File: src/rtl/clk_div_prog.sv
// Runtime-programmable clock divider (R = cfg_div+2); optional CLK_DIV_ODD50_EN gives odd ratios 50% duty.
// Latency: outputs registered from next-state, so an enable seen at an edge drives clk_out/clk_tick from that edge.
// No backpressure: free-running once enabled; ratio/enable changes only act on period boundaries.
module clk_div_prog #(
   parameter int DIV_WD = 8
) (
   input  logic              mclk,
   input  logic              reset,
   input  logic              cfg_en,
   input  logic [DIV_WD-1:0] cfg_div,
   output logic              clk_out,
   output logic              clk_tick,
   output logic              div_run,
   output logic [DIV_WD-1:0] cur_div
);

   localparam int CW = DIV_WD + 1;

   typedef enum logic {
      IDLE = 1'b0,
      RUN  = 1'b1
   } state_t;

   state_t        state;
   state_t        next_state;
   logic [CW-1:0] cnt;
   logic [CW-1:0] next_cnt;
   logic [CW-1:0] ratio_q;
   logic [CW-1:0] next_ratio;
   logic [CW-1:0] cfg_ratio;
   logic [CW-1:0] term_cnt;
   logic [CW-1:0] next_h;
   logic          clk_out_q;

   // Extra bit keeps cfg_div all-ones + 2 from wrapping.
   assign cfg_ratio = {1'b0, cfg_div} + CW'(2);
   assign term_cnt  = ratio_q - CW'(1);
   assign next_h    = next_ratio >> 1;

   always_comb begin
      next_state = state;
      next_cnt   = cnt;
      next_ratio = ratio_q;
      case (state)
         IDLE: begin
            next_cnt = '0;
            if (cfg_en) begin
               next_state = RUN;
               next_ratio = cfg_ratio;
            end
         end
         RUN: begin
            if (cnt == term_cnt) begin
               next_cnt = '0;
               if (cfg_en) begin
                  next_ratio = cfg_ratio;
               end else begin
                  next_state = IDLE;
               end
            end else begin
               next_cnt = cnt + CW'(1);
            end
         end
         default: begin
            next_state = IDLE;
            next_cnt   = '0;
         end
      endcase
   end

   always_ff @(posedge mclk) begin
      if (reset) begin
         state     <= IDLE;
         cnt       <= '0;
         ratio_q   <= CW'(2);
         clk_out_q <= 1'b0;
         clk_tick  <= 1'b0;
         div_run   <= 1'b0;
      end else begin
         state     <= next_state;
         cnt       <= next_cnt;
         ratio_q   <= next_ratio;
         clk_out_q <= (next_state == RUN) && (next_cnt < next_h);
         clk_tick  <= (next_state == RUN) && (next_cnt == '0);
         div_run   <= (next_state == RUN);
      end
   end

   assign cur_div = ratio_q[DIV_WD-1:0] - DIV_WD'(2);

`ifdef CLK_DIV_ODD50_EN
   logic clk_neg;

   // Half-cycle extension of the high phase; masked for even ratios.
   always_ff @(negedge mclk) begin
      if (reset) begin
         clk_neg <= 1'b0;
      end else begin
         clk_neg <= clk_out_q;
      end
   end

   assign clk_out = clk_out_q | (ratio_q[0] & clk_neg);
`else
   assign clk_out = clk_out_q;
`endif

endmodule

File: config.mk
export PLATFORM = sky130hd
export DESIGN_NAME = clk_div_prog
export DESIGN_NICKNAME = d
export VERILOG_FILES = /design/src/rtl/clk_div_prog.sv
export SDC_FILE = /design/constraint.sdc
export NUM_CORES = 1
export LEC_CHECK = 0
export ABC_AREA = 1
export BUFFER_PORTS_ARGS = -buffer_cell sky130_fd_sc_hd__clkbuf_2
export CORE_MARGIN = 8
export CORE_UTILIZATION = 60
export CTS_BUF_LIST = sky130_fd_sc_hd__clkbuf_2 sky130_fd_sc_hd__clkbuf_4 sky130_fd_sc_hd__clkbuf_8
export CTS_CLUSTER_SIZE = 30
export DETAILED_ROUTE_END_ITERATION = 8
export PLACE_DENSITY_LB_ADDON = 0.08
export SETUP_SLACK_MARGIN = 0.05
export SYNTH_ARGS = -nofsm -noshare
export SYNTH_HDL_FRONTEND = slang
export SYNTH_SLANG_ARGS = --single-unit
File: constraint.sdc
create_clock -name mclk -period 2.8 [get_ports mclk]
set_input_delay 0.56 -clock mclk [delete_from_list [all_inputs] [get_ports mclk]]
set_output_delay 0.56 -clock mclk [all_outputs]
set_load 0.005 [all_outputs]
Word-level counts from Yosys, hierarchy flattened
Index checks and enable logic that the tools add are counted.
{"block": "totals", "word_cells": 25, "register_bits": 21, "out_inout_bits": 11, "input_bits": 11}
{"block": "op_classes", "n_reduce_logical": 3, "n_eq_ne": 2, "bitwise_logic": 1, "n_lt_le_gt_ge": 1, "muxes": 8, "n_addsub": 4}
{"cell": "$pmux W9 S2", "count": 2}
{"cell": "$mux W9", "count": 3}
{"cell": "$add A8 B2 Y9 const B", "count": 1}
{"cell": "$add A9 B1 Y9 const B", "count": 1}
{"cell": "$eq A9 B9 Y1", "count": 1}
{"cell": "$logic_not A9 Y1", "count": 1}
{"cell": "$lt A9 B8 Y1", "count": 1}
{"cell": "$sub A9 B1 Y9 const B", "count": 1}
{"cell": "$sub A8 B2 Y8 const B", "count": 1}
{"cell": "$logic_and A1 B1 Y1", "count": 2}
{"cell": "$mux W1", "count": 2}
{"cell": "$ne A2 B1 Y1 const B", "count": 1}
{"cell": "$pmux W1 S2", "count": 1}
{"cell": "$not A1 Y1", "count": 1}

Logic depth before layout (Yosys ltp)
{"block": "logic_depth", "depth_word": 6, "ltp_mapped": 23, "ltp_nobuf": 23}

Worst setup path after synthesis
OpenSTA, ideal clock, no wires.
{"block": "synth_timing", "path_type": "reg-to-reg", "from": "register ratio_q[1]", "to": "register clk_out_q (netlist: clk_out)", "arrival_ps": 2426, "path_slack_ps": 262, "synth_period_minus_slack_ps": 2538, "setup_ps": 112, "required_time_ps": 2688, "path_stages_with_launch": 21, "n_path_buf": 0, "path_cell_list": "dfxtp_1 > inv_1 > ha_1 > inv_1 > nor2_2 > nand2_1 > nand3_1 > nand3_1 > nor2_2 > nand3_4 > nand2_8 > nand2_8 > clkinv_4 > nand2_1 > o21a_2 > ha_1 > nand2_1 > o21ai_0 > nand4_1 > nand3_1 > nor2_2"}
{"block": "synth_between", "elab_chain_len": 6, "elab_cells_between_ends": 11, "classes_between": "add/sub: 1; order compare: 1; eq/ne: 1; mux: 7; reduce/logical: 1"}
{"element": "start, declared", "line_no": "28", "text": "logic [CW-1:0] ratio_q;"}
{"element": "start signal, assigned", "line_no": "82", "text": "ratio_q <= next_ratio;"}
{"element": "$sub A9 B1 Y9", "line_no": "37", "text": "assign term_cnt = ratio_q - CW'(1);"}
{"element": "$eq A9 B9 Y1", "line_no": "53", "text": "if (cnt == term_cnt) begin"}
{"element": "$mux W9", "line_no": "53"}
{"element": "$pmux W9 S2", "line_no": "44", "text": "case (state)"}
{"element": "$lt A9 B8 Y1", "line_no": "83", "text": "clk_out_q <= (next_state == RUN) && (next_cnt < next_h);"}
{"element": "$logic_and A1 B1 Y1 (*)", "line_no": "83"}
{"element": "end signal, assigned", "line_no": "83"}
{"element": "end, declared", "line_no": "33", "text": "logic clk_out_q;"}
Mark *: on every way between the ends. The rest lies on a longest branch, timed or not. The select of a mux whose other input is x is not followed.
A chain may end at the register's enable or synchronous reset.

Worst setup path in the final report
{"block": "layout_timing", "from": "register ratio_q[2]", "to": "register clk_out_q (netlist: clk_out)"}
Same word-level chain as after synthesis.

==> impl_metrics.env <==
export IMPL_status="complete, no violations"
export IMPL_synth_top_family_by_area="simple AND/OR/NAND/NOR gates"
export IMPL_clk_path_buf_depth=2
export IMPL_regToRegStartpoint="ratio_q[2]"
export IMPL_antenna_found_initial=0
export IMPL_hp_class="input port to flop"
export IMPL_worst_path_buf_inv=3
export IMPL_initial_core_util_pct=61.6
export IMPL_synth_xor_area_share_pct=7.87
export IMPL_die_height_um=68.7
export IMPL_min_period_ns=2.54
export IMPL_critPathMaxStageDelay_ns=0.36
export IMPL_place_port_buffers=21
export IMPL_syn_nets=275
export IMPL_netlist_area_um2=1670
export IMPL_grt_pass1_wl_um=6840
export IMPL_cts_max_level=1
export IMPL_hold_viol=0
export IMPL_slowest_stage="dfxtp_2"
export IMPL_drtIter0Drc=72
export IMPL_yosys_top_cells_area="dfxtp_1 (25%), nand2_1 (14%), ha_1 (8.2%)"
export IMPL_setup_viol=0
export IMPL_cts_buffers=3
export IMPL_path_clk_slew_ns=0.11
export IMPL_yosysWarnings=0
export IMPL_rows=19
export IMPL_synthMuxAreaShare_pct=0
export IMPL_switching_power_w=0.000242
export IMPL_cts_sinks=21
export IMPL_cp_arrival_ns=2.75
export IMPL_place_congestion=0.900
export IMPL_synth_top_area_share_pct=25.2
export IMPL_cp_max_fo=10
export IMPL_cts_tree="yes"
export IMPL_via_count=1585
export IMPL_maxCapViolCount=0
export IMPL_postSynthCellCount=253
export IMPL_worstHoldStart="cfg_div[0]"
export IMPL_area_growth_pct=14.4
export IMPL_grt_pass1_vias=1533
export IMPL_worstSetupPathType="flop to flop"
export IMPL_critPathMostFrequentCell="nand2_1"
export IMPL_track_usage_pct=18.9
export IMPL_antenna_cells=0
export IMPL_synth_largest_area_cell="dfxtp_1"
export IMPL_via_per_inst=5.11
export IMPL_firstDrtPassIters=4
export IMPL_r2r_setup_slack_ns=0.26
export IMPL_power_frac_seq_pct=47.5
export IMPL_comb_power_share_pct=32.6
export IMPL_fmax_mhz=394
export IMPL_crit_path_start_kind="flop"
export IMPL_rsz0062_at_grt="no"
export IMPL_synthAdderAreaFrac_pct=8.25
export IMPL_drv_slew=0
export IMPL_clockRootBuffer="clkbuf_4"
export IMPL_grt_overflow=0
export IMPL_drive_gt1_share_pct=24.4
export IMPL_netlist_cell_type_count=31
export IMPL_ant_nets=0
export IMPL_die_w_um=68.7
export IMPL_clkPwrFrac_pct=19.8
export IMPL_crit_path_cell_trace="inv_1 -> ha_1 -> buf_4 -> nand2_1 -> nor2_4 -> nand2_1 -> nand3_1 -> nor2_2 -> nand3_4 -> nand2_8 -> nand2_8 -> clkinv_4 -> nand2_1 -> o21a_2 -> ha_4 -> nand2_1 -> o21ai_1 -> nand4_1 -> nand3_1 -> nor2_2"
export IMPL_design_core_area_um2=2710
export IMPL_synthSimpleGateAreaFrac_pct=41.5
export IMPL_power_leakage_nw=0.996
export IMPL_layout_commonest_cell="nand2_1"
export IMPL_mostFrequentLayoutCells="nand2_1 (61), inv_1 (33), nor2_1 (33)"
export IMPL_holdWs_ns=0.554
export IMPL_pwr_density_cell_nw_per_um2=368
export IMPL_switching_share_pct=34.5
export IMPL_clk_latency_ns=0.30
export IMPL_ys_ff_latch=21
export IMPL_synth_compound_area_share_pct=6.90
export IMPL_die_area_um2=4730
export IMPL_vdd_drop_max_uv=290
export IMPL_avgSynthCellArea_um2=6.60
export IMPL_required_ns=3.01
export IMPL_tightest_slew_ns=0.426
export IMPL_routed_wl_um=3940
export IMPL_postCtsSetupRepairBufs=0
export IMPL_worstSetupEndpointType="flop"
export IMPL_layout_nets=302
export IMPL_wire_per_inst_um=12.7
export IMPL_hpwlAfterDp_um=3350
export IMPL_yosysSeqAreaShare_pct=25.2
export IMPL_drc=0
export IMPL_finClkSkew_ns=0.00867
export IMPL_num_io_pins=22
export IMPL_slew_headroom_pct=71.6
export IMPL_totalNegativeSetupSlack_ns=0
export IMPL_grt_max_degree=18
export IMPL_fin_crit_sh_pct=90.7
export IMPL_path_delay_family="simple AND/OR/NAND/NOR gates"
export IMPL_crit_start="ratio_q[2]"
export IMPL_internal_power_w=0.000460
worst register-to-register path, cell delays in order (launching register included):
cell and delay [ns]:
dfxtp_2 0.36, inv_1 0.08, ha_1 0.20, buf_4 0.14, nand2_1 0.10, nor2_4 0.05, nand2_1 0.05, nand3_1 0.08
nor2_2 0.15, nand3_4 0.11, nand2_8 0.11, nand2_8 0.09, clkinv_4 0.07, nand2_1 0.05, o21a_2 0.14, ha_4 0.27
nand2_1 0.05, o21ai_1 0.12, nand4_1 0.10, nand3_1 0.09, nor2_2 0.04
area by class of cell:
type / count / area [µm²]
multi-input combinational: 189 / 1120
fill: 256 / 801
sequential: 21 / 425
inverter: 40 / 158
timing repair buffer: 25 / 135
tap: 31 / 38.8
clock buffer: 3 / 22.5
clock inverter: 1 / 5.00
worst paths after layout:
kind	to	cells after the start
max	clk_out	20
min	ratio_q[0]	3
max reg2reg	clk_out	20
min reg2reg	ratio_q[0]	2
per-layer routing:
layer	up-vias	routed length, µm	track usage [%]
met1	691	1800	24.0
li1	850	-	-
met2	36	1880	30.3
met3	8	146	2.42
met4	0	112	10.8
met5	-	0	0
metrics by stage:
stage	cells	power, W	setup WS [ns]	instance area (µm²)	utilization, %
after detailed placement	306	0.000560	0.0580	1830	67.5
after floorplan	253	0.000493	0.262	1670	-
after CTS	310	0.000702	0.0732	1860	68.6
final	310	0.000702	0.260	1910	70.5
after global placement	306	0.000558	0.0948	1830	67.5
after global routing	310	0.000752	0.0501	1910	70.5
cells in the mapped netlist, drive strengths merged:
| cell | count |
|---|---|
| o21a | 3 |
| xnor2 | 4 |
| dfxtp | 21 |
| a21oi | 5 |
| nor3 | 1 |
| o21ai | 9 |
| nor2 | 47 |
| clkbuf | 1 |
| o21bai | 1 |
| nand2 | 67 |
| nand3b | 1 |
| inv | 39 |
| clkinv | 1 |
| xor2 | 11 |
| a2bb2oi | 1 |
| nand4 | 7 |
| nand3 | 21 |
| buf | 2 |
| ha | 11 |
kinds of logic (layout without fill, tap and decap cells):
| group | count (synthesis) | after routing |
|---|---|---|
| and+or+nand+nor | 144 | 144 |
| buffers and inverters | 43 | 69 |
| DFF | 21 | 21 |
| AOI/OAI and AO/OA | 19 | 19 |
| xor gates and xnor gates | 15 | 15 |
| adders and majority gates | 11 | 11 |
timing repair:
item / CTS / global route
gates resized for setup: 1 / 12
setup endpoints to repair: 1 / 1
pin swaps: 0 / 2
hold buffers: 0 / 0
cloned: 0 / 0
power groups by stage:
stage / sequential, W / combinational, W / clock, W
floorplan: 0.000335 / 0.000158 / 0
global placement: 0.000339 / 0.000219 / 0
detailed placement: 0.000339 / 0.000221 / 0
CTS: 0.000332 / 0.000222 / 0.000148
global route: 0.000336 / 0.000259 / 0.000157
finish: 0.000334 / 0.000229 / 0.000139
registers in the layout, indices dropped and copies added (netlist names):
| register | cells |
|---|---|
| clk_tick | 1 |
| state | 1 |
| ratio_q | 9 |
| cnt | 9 |
| clk_out | 1 |
Note: power is estimated with default switching activity, not from simulation.
